==> config.mk <==
export PLATFORM = sky130hd
export DESIGN_NAME = mc_ctrl
export DESIGN_NICKNAME = d
export VERILOG_FILES = /design/src/rtl/mc_pkg.sv /design/src/rtl/mc_ctrl_alu_dec.sv /design/src/rtl/mc_ctrl.sv
export SDC_FILE = /design/constraint.sdc
export NUM_CORES = 1
export LEC_CHECK = 0
export CORE_AREA = 5 5 49 61
export DETAILED_ROUTE_END_ITERATION = 8
export DIE_AREA = 0 0 54 66
export GPL_ROUTABILITY_DRIVEN = 1
export PLACE_DENSITY_LB_ADDON = 0.05
export SYNTH_ARGS = -nofsm -noshare
export SYNTH_HDL_FRONTEND = slang
export SYNTH_SLANG_ARGS = --single-unit
==> constraint.sdc <==
create_clock -name clk -period 3.7 [get_ports clk]
set_clock_uncertainty 0.1 [all_clocks]
set_input_delay 0.74 -clock clk [delete_from_list [all_inputs] [get_ports clk]]
set_output_delay 0.74 -clock clk [all_outputs]
set_load 0.005 [all_outputs]
==> src/rtl/mc_pkg.sv <==
// Shared definitions for the multicycle MIPS-subset controller.
// Holds FSM state encodings, opcode/funct constants, ALU operation codes
// and the PC-source / ALU B-operand mux select codes.
package mc_pkg;

  typedef enum logic [3:0] {
    StFetch  = 4'd0,
    StDecode = 4'd1,
    StExecR  = 4'd2,
    StExecI  = 4'd3,
    StMemAdr = 4'd4,
    StMemRd  = 4'd5,
    StMemWb  = 4'd6,
    StMemWr  = 4'd7,
    StBranch = 4'd8,
    StJump   = 4'd9,
    StAluWb  = 4'd10
  } state_e;

  // Opcodes, instruction[31:26]
  localparam logic [5:0] OpRType = 6'b000000;
  localparam logic [5:0] OpOri   = 6'b001101;
  localparam logic [5:0] OpAddi  = 6'b001000;
  localparam logic [5:0] OpLw    = 6'b100011;
  localparam logic [5:0] OpSw    = 6'b101011;
  localparam logic [5:0] OpBeq   = 6'b000100;
  localparam logic [5:0] OpJ     = 6'b000010;

  // R-type funct codes, instruction[5:0]
  localparam logic [5:0] FnAddu = 6'b100001;
  localparam logic [5:0] FnSubu = 6'b100011;
  localparam logic [5:0] FnSlt  = 6'b101010;

  // ALU operations
  localparam logic [2:0] AluAdd    = 3'b000;
  localparam logic [2:0] AluSub    = 3'b001;
  localparam logic [2:0] AluOr     = 3'b010;
  localparam logic [2:0] AluSlt    = 3'b011;
  localparam logic [2:0] AluAddOvf = 3'b100;

  // PC source select
  localparam logic [1:0] PcSrcAlu    = 2'b00;
  localparam logic [1:0] PcSrcBranch = 2'b01;
  localparam logic [1:0] PcSrcJump   = 2'b10;

  // ALU B-operand select
  localparam logic [1:0] AluBRt    = 2'b00;
  localparam logic [1:0] AluBFour  = 2'b01;
  localparam logic [1:0] AluBImm   = 2'b10;
  localparam logic [1:0] AluBImmSh = 2'b11;

  function automatic logic funct_supported(logic [5:0] f);
    return (f == FnAddu) || (f == FnSubu) || (f == FnSlt);
  endfunction

endpackage

==> src/rtl/mc_ctrl_alu_dec.sv <==
// ALU control decoder.
// Maps the current FSM state and the latched op/funct to the ALU operation
// and the immediate extension mode.
//   state   in  current FSM state
//   op_q    in  latched opcode
//   funct_q in  latched funct field
//   aluctr  out ALU operation code
//   ext_op  out 1 sign-extend, 0 zero-extend imm16
module alu_dec
  import mc_pkg::*;
(
  input  state_e     state,
  input  logic [5:0] op_q,
  input  logic [5:0] funct_q,
  output logic [2:0] aluctr,
  output logic       ext_op
);

  always_comb begin
    aluctr = AluAdd;
    ext_op = 1'b0;
    case (state)
      StFetch: aluctr = AluAdd;
      // Branch target precompute: PC + (sext(imm16) << 2)
      StDecode: begin
        aluctr = AluAdd;
        ext_op = 1'b1;
      end
      StExecR: begin
        case (funct_q)
          FnSubu:  aluctr = AluSub;
          FnSlt:   aluctr = AluSlt;
          default: aluctr = AluAdd;
        endcase
      end
      StExecI: begin
        if (op_q == OpOri) begin
          aluctr = AluOr;
          ext_op = 1'b0;
        end else begin
          aluctr = AluAddOvf;
          ext_op = 1'b1;
        end
      end
      StMemAdr: begin
        aluctr = AluAdd;
        ext_op = 1'b1;
      end
      StBranch: aluctr = AluSub;
      default: begin
        aluctr = AluAdd;
        ext_op = 1'b0;
      end
    endcase
  end

endmodule

==> src/rtl/mc_ctrl.sv <==
// Multicycle controller for a MIPS subset (addu/subu/slt/ori/addi/lw/sw/beq/j).
// Moore FSM: all datapath controls decode from the state register and the
// op/funct latched in DECODE. Only pc_wr in BRANCH (zero) and the addi
// overflow capture look at ALU flags.
//   clk, rst_n         clock, async active-low reset
//   op, funct          instruction[31:26], instruction[5:0]
//   zero, overflow     ALU flags
//   pc_wr, pc_src      PC write enable and source select
//   ir_wr              instruction register write
//   mem_wr, mem_to_reg data memory write, register data from memory
//   reg_wr, reg_dst    register file write, write address rd(1)/rt(0)
//   alu_src_a/_b       ALU operand selects
//   ext_op, aluctr     immediate extension, ALU operation
//   ovf_wr, ovf_val    write latched addi overflow into $30[0]
//   state              current state, for debug
module mc_ctrl
  import mc_pkg::*;
(
  input  logic       clk,
  input  logic       rst_n,
  input  logic [5:0] op,
  input  logic [5:0] funct,
  input  logic       zero,
  input  logic       overflow,
  output logic       pc_wr,
  output logic [1:0] pc_src,
  output logic       ir_wr,
  output logic       mem_wr,
  output logic       mem_to_reg,
  output logic       reg_wr,
  output logic       reg_dst,
  output logic       alu_src_a,
  output logic [1:0] alu_src_b,
  output logic       ext_op,
  output logic [2:0] aluctr,
  output logic       ovf_wr,
  output logic       ovf_val,
  output logic [3:0] state
);

  state_e     state_q, state_d;
  logic [5:0] op_q, op_d;
  logic [5:0] funct_q, funct_d;
  logic       ovf_q, ovf_d;

  always_ff @(posedge clk or negedge rst_n) begin
    if (!rst_n) begin
      state_q <= StFetch;
      op_q    <= 6'd0;
      funct_q <= 6'd0;
      ovf_q   <= 1'b0;
    end else begin
      state_q <= state_d;
      op_q    <= op_d;
      funct_q <= funct_d;
      ovf_q   <= ovf_d;
    end
  end

  always_comb begin
    state_d    = StFetch;
    op_d       = op_q;
    funct_d    = funct_q;
    ovf_d      = ovf_q;
    pc_wr      = 1'b0;
    pc_src     = PcSrcAlu;
    ir_wr      = 1'b0;
    mem_wr     = 1'b0;
    mem_to_reg = 1'b0;
    reg_wr     = 1'b0;
    reg_dst    = 1'b0;
    alu_src_a  = 1'b0;
    alu_src_b  = AluBRt;
    ovf_wr     = 1'b0;
    case (state_q)
      StFetch: begin
        ir_wr     = 1'b1;
        pc_wr     = 1'b1;
        alu_src_b = AluBFour;
        state_d   = StDecode;
      end
      StDecode: begin
        alu_src_b = AluBImmSh;
        op_d      = op;
        funct_d   = funct;
        // Dispatch on the live IR fields; op_q is not valid until next cycle.
        case (op)
          OpRType:      state_d = funct_supported(funct) ? StExecR : StFetch;
          OpOri, OpAddi: state_d = StExecI;
          OpLw, OpSw:   state_d = StMemAdr;
          OpBeq:        state_d = StBranch;
          OpJ:          state_d = StJump;
          default:      state_d = StFetch;
        endcase
      end
      StExecR: begin
        alu_src_a = 1'b1;
        alu_src_b = AluBRt;
        state_d   = StAluWb;
      end
      StExecI: begin
        alu_src_a = 1'b1;
        alu_src_b = AluBImm;
        ovf_d     = (op_q == OpAddi) && overflow;
        state_d   = StAluWb;
      end
      StAluWb: begin
        reg_wr  = 1'b1;
        reg_dst = (op_q == OpRType);
        ovf_wr  = (op_q == OpAddi);
        state_d = StFetch;
      end
      StMemAdr: begin
        alu_src_a = 1'b1;
        alu_src_b = AluBImm;
        state_d   = (op_q == OpLw) ? StMemRd : StMemWr;
      end
      StMemRd: state_d = StMemWb;
      StMemWb: begin
        reg_wr     = 1'b1;
        mem_to_reg = 1'b1;
        state_d    = StFetch;
      end
      StMemWr: begin
        mem_wr  = 1'b1;
        state_d = StFetch;
      end
      StBranch: begin
        alu_src_a = 1'b1;
        alu_src_b = AluBRt;
        pc_src    = PcSrcBranch;
        pc_wr     = zero;
        state_d   = StFetch;
      end
      StJump: begin
        pc_wr   = 1'b1;
        pc_src  = PcSrcJump;
        state_d = StFetch;
      end
      default: state_d = StFetch;
    endcase
  end

  alu_dec u_alu_dec (
    .state   (state_q),
    .op_q    (op_q),
    .funct_q (funct_q),
    .aluctr  (aluctr),
    .ext_op  (ext_op)
  );

  assign ovf_val = ovf_q;
  assign state   = state_q;

endmodule

## Yosys cells after proc, flatten, opt, wreduce, memory -nomap -nowiden

Cells that the tools add are included.

| word-level totals | value |
|---|---|
| flip-flop bits (word level) | 17 |
| word-level logic and storage cells | 61 |
| output and inout port bits | 21 |

| operators by class | value |
|---|---|
| equality and inequality tests | 24 |
| reductions and logical operators | 14 |
| mux-type cells | 19 |

Operator list:

| kind | count |
|---|---|
| 6-bit equality test, second input constant | 8 |
| 4-bit one-hot mux with 5 select lines | 2 |
| 6-bit by 4-bit equality test with 1-bit output, second input constant | 4 |
| 4-bit by 3-bit equality test with 1-bit output, second input constant | 4 |
| 2-bit OR reduction | 7 |
| 4-bit equality test, second input constant | 3 |
| 6-bit zero test | 2 |
| 3-bit one-hot mux with 3 select lines | 1 |
| 4-bit by 2-bit equality test with 1-bit output, second input constant | 2 |
| 1-bit 2-to-1 mux | 8 |
| 2-bit one-hot mux with 2 select lines | 2 |
| 6-bit by 2-bit equality test with 1-bit output, second input constant | 1 |
| 6-bit by 3-bit equality test with 1-bit output, second input constant | 1 |
| 2-bit one-hot mux with 3 select lines | 1 |
| 4-bit by 1-bit equality test with 1-bit output, second input constant | 1 |
| 4-bit zero test | 1 |
| 2-bit 2-to-1 mux | 2 |
| 1-bit one-hot mux with 2 select lines | 2 |
| 4-bit OR reduction | 1 |
| 3-bit 2-to-1 mux | 1 |
| 1-bit logical OR | 2 |
| 1-bit logical AND | 1 |

## Logic depth before layout (Yosys ltp)

Gate-level depths: netlist of the first run.

| logic depth | value |
|---|---|
| word-level depth | 6 |
| gate-level depth with buffers | 6 |
| depth with buffers taken out | 4 |

## By module

A second synthesis of the first run with hierarchy kept.

| second synthesis, totals | value |
|---|---|
| cells, all modules | 109 |
| area, all modules | 1086.0 sq um |

By module, submodules not included:

| module | area an instance (sq um) | cells an instance | instances |
|---|---|---|---|
| mc_ctrl | 952.2 | 92 | 1 |
| alu_dec | 133.9 | 17 | 1 |

## Worst setup path before layout of the first run

No wires, ideal clock.

| timing path | value |
|---|---|
| path type | input to output |
| start point | input port zero |
| end point | output port pc_wr |
| stages | 2 |
| path buffers | 0 |
| data required time | 2.860 ns |
| setup slack | 1.664 ns |
| arrival | 1.196 ns |
| path through | nor3_1 a2111oi_0 |

| on the way | value |
|---|---|
| cells in the longest elaborated chain, start to end | 1 |

RTL lines:

| what | line | source |
|---|---|---|
| from (decl) | mc_ctrl.sv:23 | `input logic zero,` |
| 1-bit one-hot mux with 2 select lines | mc_ctrl.sv:75 | `case (state_q)` |
| to (decl) | mc_ctrl.sv:25 | `output logic pc_wr,` |

No other way between the ends.

## Worst setup path after layout of the first run

Ends and elaborated chain as after synthesis.

==> results of run 1 <==
==> routing by layer <==
metal  vias to the layer above  track usage  wire [µm]
li1                        445            -          -
met1                       427        0.188       1050
met4                         0       0.0467         21
met2                        22        0.261       1200
met5                         -            0          0
met3                         2       0.0293        118
==> sequential cells by signal, indices dropped and copies added, names as in the netlist <==
name and count:
funct_q 6, state 4, op_q 6, ovf_val 1
==> cell type report <==
class | instances | area (µm²) | share of cell area
multi-input cells | 78 | 573 | 0.401
flip-flops and latches | 17 | 425 | 0.297
repair buffers | 36 | 360 | 0.252
well taps | 33 | 41.3 | 0.0289
clock buffers | 4 | 26.3 | 0.0184
inverters | 1 | 3.75 | 0.00262
==> cells by family after synthesis <==
| kind of cell | after synthesis | synth area share |
|---|---|---|
| AND/OR/NAND/NOR | 47 | 0.273 |
| flip-flops | 17 | 0.405 |
| multiplexers | 15 | 0.157 |
| AO/OA/AOI/OAI | 12 | 0.0823 |
| buffers and inverters | 8 | 0.0489 |
| XOR/XNOR | 4 | 0.0334 |
==> worst max-delay path: stages <==
cell             delay, ns
clkdlybuf4s50_1       0.46
nor3_1                0.05
a2111oi_0             0.39
clkdlybuf4s50_1       0.58
==> path summary, 6_finish.rpt <==
kind                          start    endpoint  slack, ns  cells past startpoint
max in group asynchronous     rst_n  funct_q[2]       2.20                      1
max reg2reg                state[2]     op_q[0]       1.69                      4
min                         ovf_val     ovf_val       0.40                      2
min reg2reg                 ovf_val     ovf_val       0.40                      2
max                            zero       pc_wr       0.65                      4
min in group asynchronous     rst_n     ovf_val       0.81                      1
==> synth_stat cells, drive strengths merged <==
| cell | n | area (µm²) |
|---|---|---|
| nor3b | 2 | 15.0 |
| nor4 | 3 | 33.8 |
| a41o | 1 | 10.0 |
| clkbuf | 1 | 3.75 |
| mux2i | 3 | 30.0 |
| nand2b | 2 | 12.5 |
| a31oi | 1 | 6.26 |
| o21ai | 1 | 5.00 |
| nand4b | 2 | 17.5 |
| a21oi | 2 | 10.0 |
| and4b | 1 | 10.0 |
| a2111oi | 1 | 8.76 |
| a21boi | 1 | 7.51 |
| o211ai | 1 | 7.51 |
| o21a | 1 | 7.51 |
| mux2 | 12 | 135 |
| or4b | 1 | 10.0 |
| a22oi | 1 | 7.51 |
| or4 | 1 | 7.51 |
| dfrtp | 17 | 425 |
| o32ai | 1 | 8.76 |
| xnor2 | 2 | 17.5 |
| nor3 | 8 | 40.0 |
| nor2 | 10 | 47.6 |
| o21bai | 1 | 7.51 |
| buf | 6 | 43.8 |
| nor4b | 2 | 17.5 |
| inv | 1 | 3.75 |
| xor2 | 2 | 17.5 |
| nand4 | 2 | 12.5 |
| nor2b | 2 | 12.5 |
| nand2 | 8 | 30.0 |
| nand3 | 2 | 10.0 |
| nor4bb | 1 | 10.0 |
==> metrics by stage <==
stage / instances / worst slack (ns) / hold WS [ns] / util
floorplan: 103 / 1.66 / 0.344 / -
global placement: 165 / 0.723 / 0.364 / 0.591
detailed placement: 165 / 0.611 / 0.375 / 0.591
CTS: 169 / 0.603 / 0.400 / 0.602
global route: 169 / 0.503 / 0.432 / 0.602
finish: 169 / 0.648 / 0.395 / 0.602
==> layout by cell type (no fill, tap or decap), types with 3 or more instances in the layout <==
master,instances
dfrtp_1,17
nor2_1,8
clkdlybuf4s50_1,36
nor3_1,8
mux2_2,12
clkbuf_4,3
mux2i_1,3
nand2_1,8
==> power groups by stage <==
stage                     Sequential [mW]  Combinational, mW  Clock [mW]
after CTS                           0.400              0.516       0.104
after global routing                0.421              0.559       0.114
after detailed placement            0.405              0.515           0
final                               0.401              0.506       0.101
after global placement              0.399              0.504           0
after floorplan                     0.329              0.378           0
==> impl_metrics.ini, run 1 <==
[floorplanning]
cell_row_count = 20
fp.dieH_um = 66
die_area_um2 = 3560
floorplan.initialDensity = 0.442
core_um2 = 2380
die_x_um = 54
num_io_pins = 37

[layout]
finalInstanceArea_um2 = 1430
nNetsFinal = 153
fillCellCount = 206
areaGrowthSynthToFinish_pct = 36.2
proportion_of_layout_cells_with_a_drive_suffix_above_1 = 0.132
count_of_antenna_diodes_in_the_layout = 0

[timing]
finalCriticalPeriod_ns = 3.05
highest_achievable_clock_rate_mhz = 328
rsz0062_at_grt = false
worst_pin_slew_ns = 0.802
finalSetupViolations = 0
timing.final.hold_violations = 0
slew_headroom = 0.464
period_share = 0.825
fin_setup_tns_ns = 0
number_of_slew_limit_violations_in_the_final_report = 0

[power_and_ir_drop]
cellPowerDensity_nw_per_um2 = 705
power.share.combinational = 0.502
ir_drop_v = 0.000411
share_seq_of_total_power = 0.398
p_int_mw = 0.634
clkPwrFrac = 0.100
power.switching_fraction = 0.370
netSwitchingPower_mw = 0.373
p_leak_nw = 0.526
power.total_mw = 1.01

[route]
post_drt_wl_per_cell_um = 14.1
routed_wirelength_mm = 2.39
num_vias = 896
ant_nets = 0
drt_pass1_iterations = 3
drcViolationCount = 0
drt_first_iter_violations = 6
avgViaCountPerCell = 5.30

[cts]
post_cts_resized = 0
cts.root.buffer_cell = clkbuf_4
cts_buffers = 3
clockBufferDepth = 2
cts_tree = done
cts.hold.buffers_added = 0
htree_num_levels = 1
clk_latency_ns = 0.28
tritoncts_num_sinks = 17
post-cts-setup-buffers = 0
clk_transition_reported_paths_ns = 0.10

[global_routing]
via_count_of_the_first_global_routing_pass = 926
overflow = 0
gr-usage-all-layers = 0.152
grt_start_max_net_pins = 21
antenna_violations_before_repair = 0
grt_pass1_wl_mm = 4.05

[outcome]
outcome = completed

[placement]
port-buffer-count = 36
dpl-instance-area_um2 = 1400
gpl.final_weighted_congestion = 0.788
placed_wire_length_estimate_mm = 1.83

[setup_path]
critical_path_class = in -> out
setup.worst_path.start_class = primary input
critical_path_arrival_ns = 2.21
critical_path.endpoint_type = output port
critPathMaxFanout = 1
cp_data_required_time_ns = 2.86

[yosys]
syn-instance-count = 103
yosysSeqAreaShare = 0.405
yosys_register_bits = 17
yosys_warnings = 0
postSynthAreaPerCell_um2 = 10.2
mappedNetlistNets = 119
synth.cell_area_um2 = 1050
ys_types = 40

[job]
maxCapViolCount = 0

[min_path]
hold_path_class = reg -> reg
Note: power is estimated with default switching activity, not from simulation.
==> inputs of run 2 (changes only) <==
Settings changed: CORE_AREA 5 5 49 61 to 5 5 52 66, DIE_AREA 0 0 54 66 to 0 0 57 71.
Clock period 3.7 ns to 2.7 ns, I/O delays scaled along.
==> run 2 against run 1 <==
Compared with the run above:
- clock power increased by 39%
- register-to-register slack got worse by 0.85 ns
- core utilization decreased by 5.8 points
- highest routed layer unchanged
- critical endpoint unchanged
- worst hold slack got worse by 0.0026 ns
- wire length increased by 8.4%
- count of clock-buffer cells in the layout unchanged
- sequential cell count unchanged
- non-clock buffer count increased by 8
==> impl_metrics.ini, run 2 (synthesized netlist as in run 1, its figures left out) <==
[global_routing]
grt_start_max_net_pins = 18
grt_pass1_wl_mm = 4.33
overflow = 0
gr-usage-all-layers = 0.135
via_count_of_the_first_global_routing_pass = 947
antenna_violations_before_repair = 0

[job]
maxCapViolCount = 0

[min_path]
hold_path_class = reg -> reg

[route]
routed_wirelength_mm = 2.59
post_drt_wl_per_cell_um = 14.4
drt_pass1_iterations = 4
avgViaCountPerCell = 5.27
drcViolationCount = 0
drt_first_iter_violations = 13
ant_nets = 0
num_vias = 949

[timing]
period_share = 0.990
fin_setup_tns_ns = 0
highest_achievable_clock_rate_mhz = 374
finalCriticalPeriod_ns = 2.67
slew_headroom = 0.466
worst_pin_slew_ns = 0.799
timing.final.hold_violations = 0
setup_slack_ns = 0.0283
number_of_slew_limit_violations_in_the_final_report = 0
finalSetupViolations = 0

[cts]
cts_tree = done
clk_transition_reported_paths_ns = 0.10
cts.root.buffer_cell = clkbuf_4
tritoncts_num_sinks = 17
clockBufferDepth = 2
clk_latency_ns = 0.29
cts.hold.buffers_added = 0
cts_buffers = 3
htree_num_levels = 1

[power_and_ir_drop]
share_seq_of_total_power = 0.350
power.switching_fraction = 0.367
cellPowerDensity_nw_per_um2 = 961
p_int_mw = 0.928
ir_drop_v = 0.000448
netSwitchingPower_mw = 0.539
power.share.combinational = 0.555
p_leak_nw = 0.596
clkPwrFrac = 0.095

[floorplanning]
fp.dieH_um = 71
num_io_pins = 37
die_x_um = 57
core_um2 = 2810
die_area_um2 = 4050
floorplan.initialDensity = 0.374
cell_row_count = 22

[setup_path]
critPathMaxFanout = 1
cp_data_required_time_ns = 2.06
setup.worst_path.start_class = primary input
critical_path_class = in -> out
critical_path.endpoint_type = output port
critical_path_arrival_ns = 2.03

[placement]
gpl.final_weighted_congestion = 0.757
placed_wire_length_estimate_mm = 1.99
dpl_worst_slack_ns = -0.00549
port-buffer-count = 36

[layout]
areaGrowthSynthToFinish_pct = 45.3
nNetsFinal = 161
layout.cells.most_common_list = 34 x clkdlybuf4s50_1, 14 x dfrtp_1, 12 x mux2_2
layout_commonest_cell = clkdlybuf4s50_1
count_of_antenna_diodes_in_the_layout = 0
proportion_of_layout_cells_with_a_drive_suffix_above_1 = 0.243

[outcome]
outcome = completed
==> run 2: cell count changes in the layout (fill, tap and decap cells not counted), sizes merged <==
cell	previous run	this run
buf	0	8
clkdlybuf4s50	36	34
dlymetal6s2s	0	2
==> run 2: area by class of cell <==
type / instances / area [µm²]
Fill cell: 269 / 1280
Multi-Input combinational cell: 78 / 596
Inverter: 1 / 3.75
Tap cell: 36 / 45.0
Clock buffer: 4 / 26.3
Timing Repair Buffer: 44 / 425
Sequential cell: 17 / 429
==> run 2: metrics by stage <==
stage | instances | hold WS, ns | cell area [µm²] | util | total power [mW]
after floorplan | 103 | 0.144 | 1050 | - | 0.969
after global placement | 173 | 0.365 | 1450 | 0.515 | 1.28
after global routing | 180 | 0.438 | 1530 | 0.543 | 1.58
after detailed placement | 173 | 0.381 | 1450 | 0.515 | 1.30
after CTS | 177 | 0.403 | 1480 | 0.525 | 1.44
final | 180 | 0.392 | 1530 | 0.543 | 1.47
==> run 2: layer usage <==
layer | wire [µm] | global-route usage | up-vias | share of wire
met2 | 1330 | 0.236 | 28 | 0.51
met3 | 126 | 0.0274 | 4 | 0.049
met5 | 0 | 0 | - | 0
met4 | 49 | 0.0541 | 0 | 0.019
met1 | 1090 | 0.158 | 456 | 0.42
li1 | - | - | 461 | -
==> run 2: critical path, stage by stage <==
cell and delay (ns):
clkdlybuf4s50_1 0.46, nor3_1 0.05, a2111oi_1 0.39, clkdlybuf4s50_1 0.59
==> run 2: path summary, 6_finish.rpt <==
kind	from	endpoint	slack (ns)	cells past startpoint
worst max register to register	state[2]	op_q[3]	0.84	4
worst max-delay path	zero	pc_wr	0.03	4
worst min-delay path	ovf_val	ovf_val	0.39	2
worst min register to register	ovf_val	ovf_val	0.39	2
min in group asynchronous	rst_n	funct_q[5]	0.60	1
max in group asynchronous	rst_n	state[2]	1.35	1
==> run 2: repair_timing <==
| item | 4_1_cts | 5_1_grt |
|---|---|---|
| endpoints found under the setup margin | 2 | 5 |
| pin swaps | 0 | 3 |
| resized for setup | 3 | 9 |
| buffers inserted | 0 | 3 |
==> run 2: power by group through the flow <==
stage	registers, mW	logic, mW	clock network, mW
3_5_place_dp	0.512	0.785	0
6_report	0.513	0.814	0.140
3_3_place_gp	0.507	0.769	0
4_1_cts	0.507	0.790	0.146
5_1_grt	0.535	0.888	0.155
2_1_floorplan	0.451	0.518	0
==> inputs of run 3 (changes only) <==
Settings changed: ABC_AREA set to 1, CORE_AREA 5 5 52 66 to 5 5 52 65, DIE_AREA 0 0 57 71 to 0 0 57 70, GPL_TIMING_DRIVEN set to 0.
==> run 3 against run 2 <==
Compared with the run above:
- largest cell class unchanged
- register-to-register slack improved by 0.55 ns
- worst hold slack got worse by 0.0030 ns
- sequential power fell by 8.4%
- core utilization rose by 0.44 points
- sequential share of layout area rose by 0.93 points
- die area fell by 1.4%
- synthesized area fell by 1.8%
- clock power barely moved
==> impl_metrics.ini, run 3 <==
[outcome]
outcome = completed

[floorplanning]
floorplan.initialDensity = 0.385
cell_row_count = 21
die_area_um2 = 3990
core_um2 = 2680
die_x_um = 57
fp.dieH_um = 70
num_io_pins = 37

[yosys]
yosys_warnings = 0
top_reg_cell_synth = dfrtp_1
synth.area.top_cells = dfrtp_1 41%, nand2_1 16%, inv_1 8.0%
synth-edff-count = 0
yosys_register_bits = 17
synthMostInstantiatedCell = nand2_1
syn-instance-count = 152
synth.cell_area_um2 = 1030
synth_common_cells = 45 x nand2_1, 22 x inv_1, 22 x nor2_1
synth_async_sr_flop_share = 1.00
mappedNetlistNets = 168
yosysTopAreaCell = dfrtp_1
yosys.area.top_type_share = 0.413
postSynthAreaPerCell_um2 = 6.78
yosysSeqAreaShare = 0.413
ys_types = 22

[placement]
dpl-instance-area_um2 = 1430
gpl.final_weighted_congestion = 0.857
port-buffer-count = 36
dpl_worst_slack_ns = 0.399
placed_wire_length_estimate_mm = 2.15

[layout]
count_of_antenna_diodes_in_the_layout = 0
finalInstanceArea_um2 = 1470
proportion_of_layout_cells_with_a_drive_suffix_above_1 = 0.0833
layout_commonest_cell = nand2_1
nNetsFinal = 209
layout.cells.most_common_list = 45 x nand2_1, 36 x clkdlybuf4s50_1, 22 x inv_1
areaGrowthSynthToFinish_pct = 42.4
finalCoreUtilization = 0.548

[timing]
worst_pin_slew_ns = 0.778
timing.final.hold_violations = 0
rsz0062_at_grt = false
number_of_slew_limit_violations_in_the_final_report = 0
finalCriticalPeriod_ns = 2.56
setup_slack_ns = 0.140
worst_hold_slack_ns = 0.389
fin_setup_tns_ns = 0
slew_headroom = 0.480
finalSetupViolations = 0
highest_achievable_clock_rate_mhz = 391
period_share = 0.948

[cts]
tritoncts_num_sinks = 17
htree_num_levels = 1
clk_transition_reported_paths_ns = 0.10
cts.root.buffer_cell = clkbuf_4
post-cts-setup-buffers = 0
clk_latency_ns = 0.30
cts_buffers = 3
cts_tree = done
clockBufferDepth = 2

[route]
avgViaCountPerCell = 4.80
post_drt_wl_per_cell_um = 11.4
drt_pass1_iterations = 5
ant_nets = 0
drcViolationCount = 0
drt_first_iter_violations = 18
routed_wirelength_mm = 2.57
num_vias = 1084

[setup_path]
critPathMaxFanout = 5
setup.worst_path.start_class = flop
cp_cell_sequence = inv_2 > nor2_1 > nand3_1 > nor4_1 > clkdlybuf4s50_1
critical_path_arrival_ns = 1.92
critical_path_class = reg -> out
cp_data_required_time_ns = 2.06
critical_path.max_stage_delay_ns = 0.56
slowest_stage = clkdlybuf4s50_1
critical_path.endpoint_type = output port

[power_and_ir_drop]
clkPwrFrac = 0.101
netSwitchingPower_mw = 0.577
p_leak_nw = 0.696
p_int_mw = 0.810
share_seq_of_total_power = 0.339
power.switching_fraction = 0.416
power.share.combinational = 0.560
ir_drop_v = 0.000529
cellPowerDensity_nw_per_um2 = 945

[min_path]
hold_path_class = reg -> reg

[global_routing]
grt_pass1_wl_mm = 4.46
gr-usage-all-layers = 0.135
antenna_violations_before_repair = 0
grt_start_max_net_pins = 18
via_count_of_the_first_global_routing_pass = 1103
overflow = 0

[job]
maxCapViolCount = 0
## run 3: path summary, 6_finish.rpt
path | to | startpoint | slack (ns) | depth (start not counted)
setup / recovery | ovf_wr | state[1] | 0.14 | 5
hold / removal | ovf_val | ovf_val | 0.39 | 2
setup reg to reg | ovf_val | state[2] | 1.39 | 6
hold reg to reg | ovf_val | ovf_val | 0.39 | 2
max in group asynchronous | state[1] | rst_n | 1.38 | 1
min in group asynchronous | op_q[4] | rst_n | 0.58 | 1
## run 3: area by class of cell
cell class,count,area [µm²]
timing repair buffer,36,360
buffer,2,16.3
clock inverter,1,5.00
sequential,17,427
tap,34,42.5
fill,299,1210
clock buffer,3,22.5
inverter,23,86.3
multi-input combinational,110,508
## run 3: power groups by stage
stage	Clock, mW	Sequential (mW)	Combinational (mW)
final	0.140	0.470	0.777
after floorplan	0	0.457	0.439
after detailed placement	0	0.473	0.785
after global routing	0.157	0.491	0.875
after global placement	0	0.470	0.773
after CTS	0.145	0.468	0.789
## run 3: per-stage QoR
stage          instances  power (mW)
6_report             226        1.39
5_1_grt              226        1.52
3_3_place_gp         222        1.24
4_1_cts              226        1.40
2_1_floorplan        152       0.896
3_5_place_dp         222        1.26
## run 3: kinds of logic (layout without fill, tap and decap cells)
group / Yosys count / in the layout / synth area share
AO/OA/AOI/OAI: 18 / 18 / 0.0959
XOR/XNOR: 1 / 1 / 0.00850
buffers and inverters: 25 / 65 / 0.0995
flip-flops: 17 / 17 / 0.413
AND/OR/NAND/NOR: 91 / 91 / 0.384
## run 3: worst max-delay path: cells and delay by family, from the launching register on
family / cells / cell delay (ns)
simple gates: 3 / 0.55
flops: 1 / 0.44
buf+inv: 2 / 0.63
## run 3: repair_timing
| action | 4_1_cts | 5_1_grt |
|---|---|---|
| endpoints found under the setup margin | 0 | 6 |
| gates resized for setup | 0 | 3 |
| hold buffers | 0 | 0 |
## run 3: metal layers
| layer | vias up | share of wire | GRT usage |
|---|---|---|---|
| met5 | - | 0 | 0 |
| met4 | 0 | 0.014 | 0.0490 |
| met3 | 5 | 0.053 | 0.0110 |
| met2 | 31 | 0.50 | 0.249 |
| met1 | 488 | 0.44 | 0.159 |
| li1 | 560 | - | - |
